<file path="config.mk">
export PLATFORM = sky130hd
export DESIGN_NAME = hs_reg_slice
export DESIGN_NICKNAME = d
export VERILOG_FILES = /design/src/rtl/hs_reg_slice_pkg.sv /design/src/rtl/hs_reg_slice_1s.sv /design/src/rtl/hs_reg_slice.sv
export SDC_FILE = /design/constraint.sdc
export NUM_CORES = 1
export LEC_CHECK = 0
export CAP_MARGIN = 20
export CORE_MARGIN = 2
export CORE_UTILIZATION = 50
export DETAILED_ROUTE_END_ITERATION = 10
export PLACE_DENSITY = 0.8
export SLEW_MARGIN = 10
export SYNTH_ARGS = -nofsm -noshare
export SYNTH_HDL_FRONTEND = slang
export SYNTH_SLANG_ARGS = --single-unit
export TNS_END_PERCENT = 30
</file>
<file path="constraint.sdc">
create_clock -name clk_i -period 3 [get_ports clk_i]
set_input_delay 0.6 -clock clk_i [delete_from_list [all_inputs] [get_ports clk_i]]
set_output_delay 0.6 -clock clk_i [all_outputs]
set_load 0.005 [all_outputs]
</file>
<file path="src/rtl/hs_reg_slice_pkg.sv">
// Shared definitions for the valid/ready register slice: per-stage state
// encoding and the output decode used by every skid stage.
package hs_reg_slice_pkg;

  typedef enum logic [1:0] {
    ST_EMPTY = 2'b00,
    ST_BUSY  = 2'b01,
    ST_FULL  = 2'b10
  } state_e;

  function automatic logic stage_ready(input state_e st);
    return (st != ST_FULL);
  endfunction

  // The unused encoding 2'b11 decodes as not-valid so it can never emit data.
  function automatic logic stage_valid(input state_e st);
    return (st == ST_BUSY) || (st == ST_FULL);
  endfunction

endpackage

</file>
<file path="src/rtl/hs_reg_slice_1s.sv">
// One skid stage: registers valid/data forward and ready backward, holding
// up to two words (main + skid) so full throughput survives the ready flop.
module hs_reg_slice_1s
  import hs_reg_slice_pkg::*;
#(
  parameter int WIDTH = 32
) (
  input  logic             clk_i,
  input  logic             rst_ni,
  input  logic             s_valid,
  output logic             s_ready,
  input  logic [WIDTH-1:0] s_data,
  output logic             m_valid,
  input  logic             m_ready,
  output logic [WIDTH-1:0] m_data
);

  state_e           state_r;
  state_e           state_nx_s;
  logic [WIDTH-1:0] main_r;
  logic [WIDTH-1:0] main_nx_s;
  logic [WIDTH-1:0] skid_r;
  logic [WIDTH-1:0] skid_nx_s;
  logic             s_ready_r;
  logic             m_valid_r;
  logic             in_s;
  logic             out_s;

  assign in_s  = s_valid && s_ready_r;
  assign out_s = m_valid_r && m_ready;

  // Next-state and datapath selection for the main/skid registers.
  always_comb begin
    state_nx_s = state_r;
    main_nx_s  = main_r;
    skid_nx_s  = skid_r;
    case (state_r)
      ST_EMPTY: begin
        if (in_s) begin
          main_nx_s  = s_data;
          state_nx_s = ST_BUSY;
        end else begin
          state_nx_s = ST_EMPTY;
        end
      end
      ST_BUSY: begin
        if (in_s && out_s) begin
          main_nx_s  = s_data;
          state_nx_s = ST_BUSY;
        end else if (in_s) begin
          skid_nx_s  = s_data;
          state_nx_s = ST_FULL;
        end else if (out_s) begin
          state_nx_s = ST_EMPTY;
        end else begin
          state_nx_s = ST_BUSY;
        end
      end
      ST_FULL: begin
        if (out_s) begin
          main_nx_s  = skid_r;
          state_nx_s = ST_BUSY;
        end else begin
          state_nx_s = ST_FULL;
        end
      end
      default: begin
        state_nx_s = ST_EMPTY;
      end
    endcase
  end

  // State and payload registers; the handshake outputs are decoded from the
  // next state so they come straight from flops.
  always_ff @(posedge clk_i or negedge rst_ni) begin
    if (!rst_ni) begin
      state_r   <= ST_EMPTY;
      main_r    <= {WIDTH{1'b0}};
      skid_r    <= {WIDTH{1'b0}};
      s_ready_r <= 1'b0;
      m_valid_r <= 1'b0;
    end else begin
      state_r   <= state_nx_s;
      main_r    <= main_nx_s;
      skid_r    <= skid_nx_s;
      s_ready_r <= stage_ready(state_nx_s);
      m_valid_r <= stage_valid(state_nx_s);
    end
  end

  assign s_ready = s_ready_r;
  assign m_valid = m_valid_r;
  assign m_data  = main_r;

endmodule

</file>
<file path="src/rtl/hs_reg_slice.sv">
// Valid/ready register slice: STAGE skid stages in series, or plain wires
// when STAGE is zero.
module hs_reg_slice
  import hs_reg_slice_pkg::*;
#(
  parameter int WIDTH = 32,
  parameter int STAGE = 1
) (
  input  logic             clk_i,
  input  logic             rst_ni,
  input  logic             s_valid,
  output logic             s_ready,
  input  logic [WIDTH-1:0] s_data,
  output logic             m_valid,
  input  logic             m_ready,
  output logic [WIDTH-1:0] m_data
);

  generate
    if (STAGE == 0) begin : g_pass
      logic unused_s;
      assign unused_s = clk_i ^ rst_ni;
      assign s_ready  = m_ready;
      assign m_valid  = s_valid;
      assign m_data   = s_data;
    end else begin : g_chain
      logic             valid_s [STAGE+1];
      logic             ready_s [STAGE+1];
      logic [WIDTH-1:0] data_s  [STAGE+1];

      assign valid_s[0]     = s_valid;
      assign data_s[0]      = s_data;
      assign s_ready        = ready_s[0];
      assign ready_s[STAGE] = m_ready;
      assign m_valid        = valid_s[STAGE];
      assign m_data         = data_s[STAGE];

      for (genvar i = 0; i < STAGE; i++) begin : g_stage
        hs_reg_slice_1s #(
          .WIDTH(WIDTH)
        ) u_stage (
          .clk_i   (clk_i),
          .rst_ni  (rst_ni),
          .s_valid (valid_s[i]),
          .s_ready (ready_s[i]),
          .s_data  (data_s[i]),
          .m_valid (valid_s[i+1]),
          .m_ready (ready_s[i+1]),
          .m_data  (data_s[i+1])
        );
      end
    end
  endgenerate

endmodule

</file>
==> impl_results.md <==
- Worst-Margin Slew: 0.528 ns
- Synth area leaders: dfrtp_1 (57%), mux2_2 (34%), buf_6 (2.6%), mux2_1 (1.9%), a21oi_4 (0.54%)
- Area grow syn2layout: 31.4%
- Setup violators final: 0
- Static leakage: roughly 1.7 nW
- Net Count, Synth: roughly 230
- Clock Power Share: 0.170
- Seq/Total Area, Yosys: 0.567
- Period Utilization, post-route: 0.704
- Layout cell share with drive strength beyond 1: 0.421
- Top-count cell post-synth: mux2_2
- Crit Reg-Reg Endpoint: g_chain.g_stage[0].u_stage.m_data[11]$_DFFE_PN0P_
- Clock Path Buffers: 2
- Commonest cells post-synth: mux2_2 (91), dfrtp_1 (68), buf_6 (7), mux2_1 (5)
- Setup TNS Final: 0 ns
- Fin Clk Skew: ~0.0042 ns
- Via count: ~1,800
- Clk sinks: around 70
- Largest net degree at the start of global routing: 69
- Most used DFF post-synth: dfrtp_1
- Comb pwr share: 0.421
- CTS tree: built
- Fmax: 0.474 GHz
- Avg WL per Cell: between 15 and 20 µm
- RSZ-0062 raised after global routing: false
- Total wire length: ~5300 µm
- Min Hold Slack: between 0.2 and 0.3 ns
- Die span in y: about 81 µm
- Clock-pin slew on the worst setup and hold paths: about 0.060 ns
- Number of max-cap violations: 0
- Final worst path period need: roughly 2.1 ns
- CP Max Fanout: 17
- Dpl ws: ~0.54 ns
- Die width: 81.5 µm
- Net Sw Frac: 0.275
- Overflow after GRT: 0
- Final Wtd Congestion: around 0.69
- IO buf count: 69
- Power Internal: 2.89 mW
- Avg Cell Area, Syn: approximately 16 µm²
- FILL cells: 411
- Antenna cells: 0
- First-pass GRT wire length: 8860 µm
- Finished Core Util: 0.674
- CTS hold repair buffers: 0
- Drt first pass iters: 4
- Outcome: completed
- Synth Register Bits: between 60 and 70
- Cells after synthesis: about 190
- Setup CP Type: in2reg
- Initial antenna violation count: 0
- Vias in the first global route: between 1,500 and 2,000
- R2r startpoint: g_chain.g_stage[0].u_stage.state_r[0]$_DFF_PN0_
- WP data required: 3.21 ns
- Reg2reg setup slack: about 0.92 ns
- WP data arrival: ~2.3 ns
- Core area: between 5000 and 6000 µm²
- Post-route setup slack: slightly below 0.9 ns
- Remaining DRCs: 0
- Initial Util: 0.513
- Cell count of the worst reg-to-reg path: 5
- Total CTS buffers: 9
- PwrDens: approximately 1000 nW/µm²
- Skew-Pair Late Insertion Delay: roughly 0.33 ns
- Top-area cell type share of the netlist area: 0.567
- EDFF count, synth: 0
- Crit end category: flop
- Detail Route Antenna Nets: 0
- GRT Resource Usage Total: 0.178
- Net Sw Power: about 1.1 mW
- H-tree depth: 3
- Max-slew headroom: 0.648
- Critical Path Source Type: input pin
- Hold Violations, Final: 0
- Post-CTS setup buffers: 0
- HPWL after detailed placement: roughly 3600 µm
- Vias per cell: 5.13
- Initial DRC count: between 90 and 100
- Cell area after synthesis: about 3000 µm²
- Min-Delay Path Class: in2async
- Layout Nets: 303
- Clock root buffer: clkbuf_8
- Top cell type by total area after synthesis: dfrtp_1
- Total die area: between 6000 and 7000 µm²
- Post-synth ARST share: 1.00
- Ports: 70
- Post-CTS sizing: 0
- Part of the power in registers: 0.410
- Rows: 28
- Slew Viols, Final: 0
- Worst-case vdd ir drop: between 0.6 and 0.7 mV
- Cell variety after synth: 18
- Yosys warns: 0
## power by group through the flow
stage / combinational [mW] / clock, mW / sequential (mW)
3_5_place_dp: 1.71 / 0 / 1.65
2_1_floorplan: 1.02 / 0 / 1.62
4_1_cts: 1.71 / 0.694 / 1.64
3_3_place_gp: 1.67 / 0 / 1.63
6_report: 1.68 / 0.677 / 1.63
5_1_grt: 1.83 / 0.733 / 1.70
## logic make-up after synthesis
logic type	Yosys count	synth area share
AOI/OAI and AO/OA	5	0.0163
adders and majority gates	1	0.00417
buffers and inverters	12	0.0338
DFF	68	0.567
muxes	96	0.360
and+or+nand+nor	10	0.0179
## registers in the layout, indices dropped and copies added, names as in the netlist
name,count
g_chain.g_stage.u_stage.state_r,2
g_chain.g_stage.u_stage.m_data,32
g_chain.g_stage.u_stage.skid_r,32
g_chain.g_stage.u_stage.m_valid,1
g_chain.g_stage.u_stage.s_ready,1
## per-layer routing
layer | global-route usage | up-vias | wire length [µm]
li1 | - | 831 | -
met1 | 0.231 | 887 | 2410
met2 | 0.286 | 48 | 2520
met3 | 0.0451 | 10 | 297
met4 | 0.0763 | 0 | 92
met5 | 0 | - | 0
## layout make-up
type | count | area (µm²) | area share
sequential | 68 | 1700 | 0.432
multi-input combinational | 112 | 1200 | 0.305
tap | 75 | 93.8 | 0.0238
inverter | 2 | 7.51 | 0.00190
clock inverter | 1 | 5.00 | 0.00127
clock buffer | 15 | 176 | 0.0448
timing repair buffer | 73 | 753 | 0.191
## per-stage QoR
step	instances	instance area [µm²]	total power [mW]
final	346	3940	3.99
after global routing	346	3940	4.27
after CTS	346	3940	4.05
after detailed placement	330	3760	3.36
after global placement	330	3760	3.29
after floorplan	192	3000	2.64
## how the worst max path moves through the flow
stage	end	startpoint
4_1_cts	g_chain.g_stage[0].u_stage.skid_r[4]$_DFFE_PN0P_	s_valid
2_1_floorplan	g_chain.g_stage[0].u_stage.m_data[10]$_DFFE_PN0P_	s_valid
5_1_grt	g_chain.g_stage[0].u_stage.m_data[4]$_DFFE_PN0P_	g_chain.g_stage[0].u_stage.state_r[0]$_DFF_PN0_
3_5_place_dp	g_chain.g_stage[0].u_stage.skid_r[17]$_DFFE_PN0P_	s_valid
3_3_place_gp	g_chain.g_stage[0].u_stage.skid_r[10]$_DFFE_PN0P_	s_valid
6_report	g_chain.g_stage[0].u_stage.skid_r[6]$_DFFE_PN0P_	s_valid
## cell usage in the layout (no fill, tap or decap)
cell type         n
nand3_2           1
mux2_2           91
mux2_1            5
nor2_1            2
nand2b_2          1
ha_1              1
clkbuf_1          3
buf_2             1
o21ba_2           1
inv_1             2
a21oi_4           1
clkdlybuf4s50_1  68
dfrtp_1          68
nand3b_1          1
clkbuf_8         12
nand3_1           1
a21boi_0          1
nand2_1           3
o21bai_1          1
o21a_1            1
clkinv_2          1
buf_12            3
nor2_4            1
buf_4             1
## critical path: stages
cell and delay, ns:
clkdlybuf4s50_1 0.47, nand2_1 0.09, nor2_1 0.16, nand3_2 0.40
buf_12 0.32, mux2_2 0.27
(Power assumes the default switching activity.)
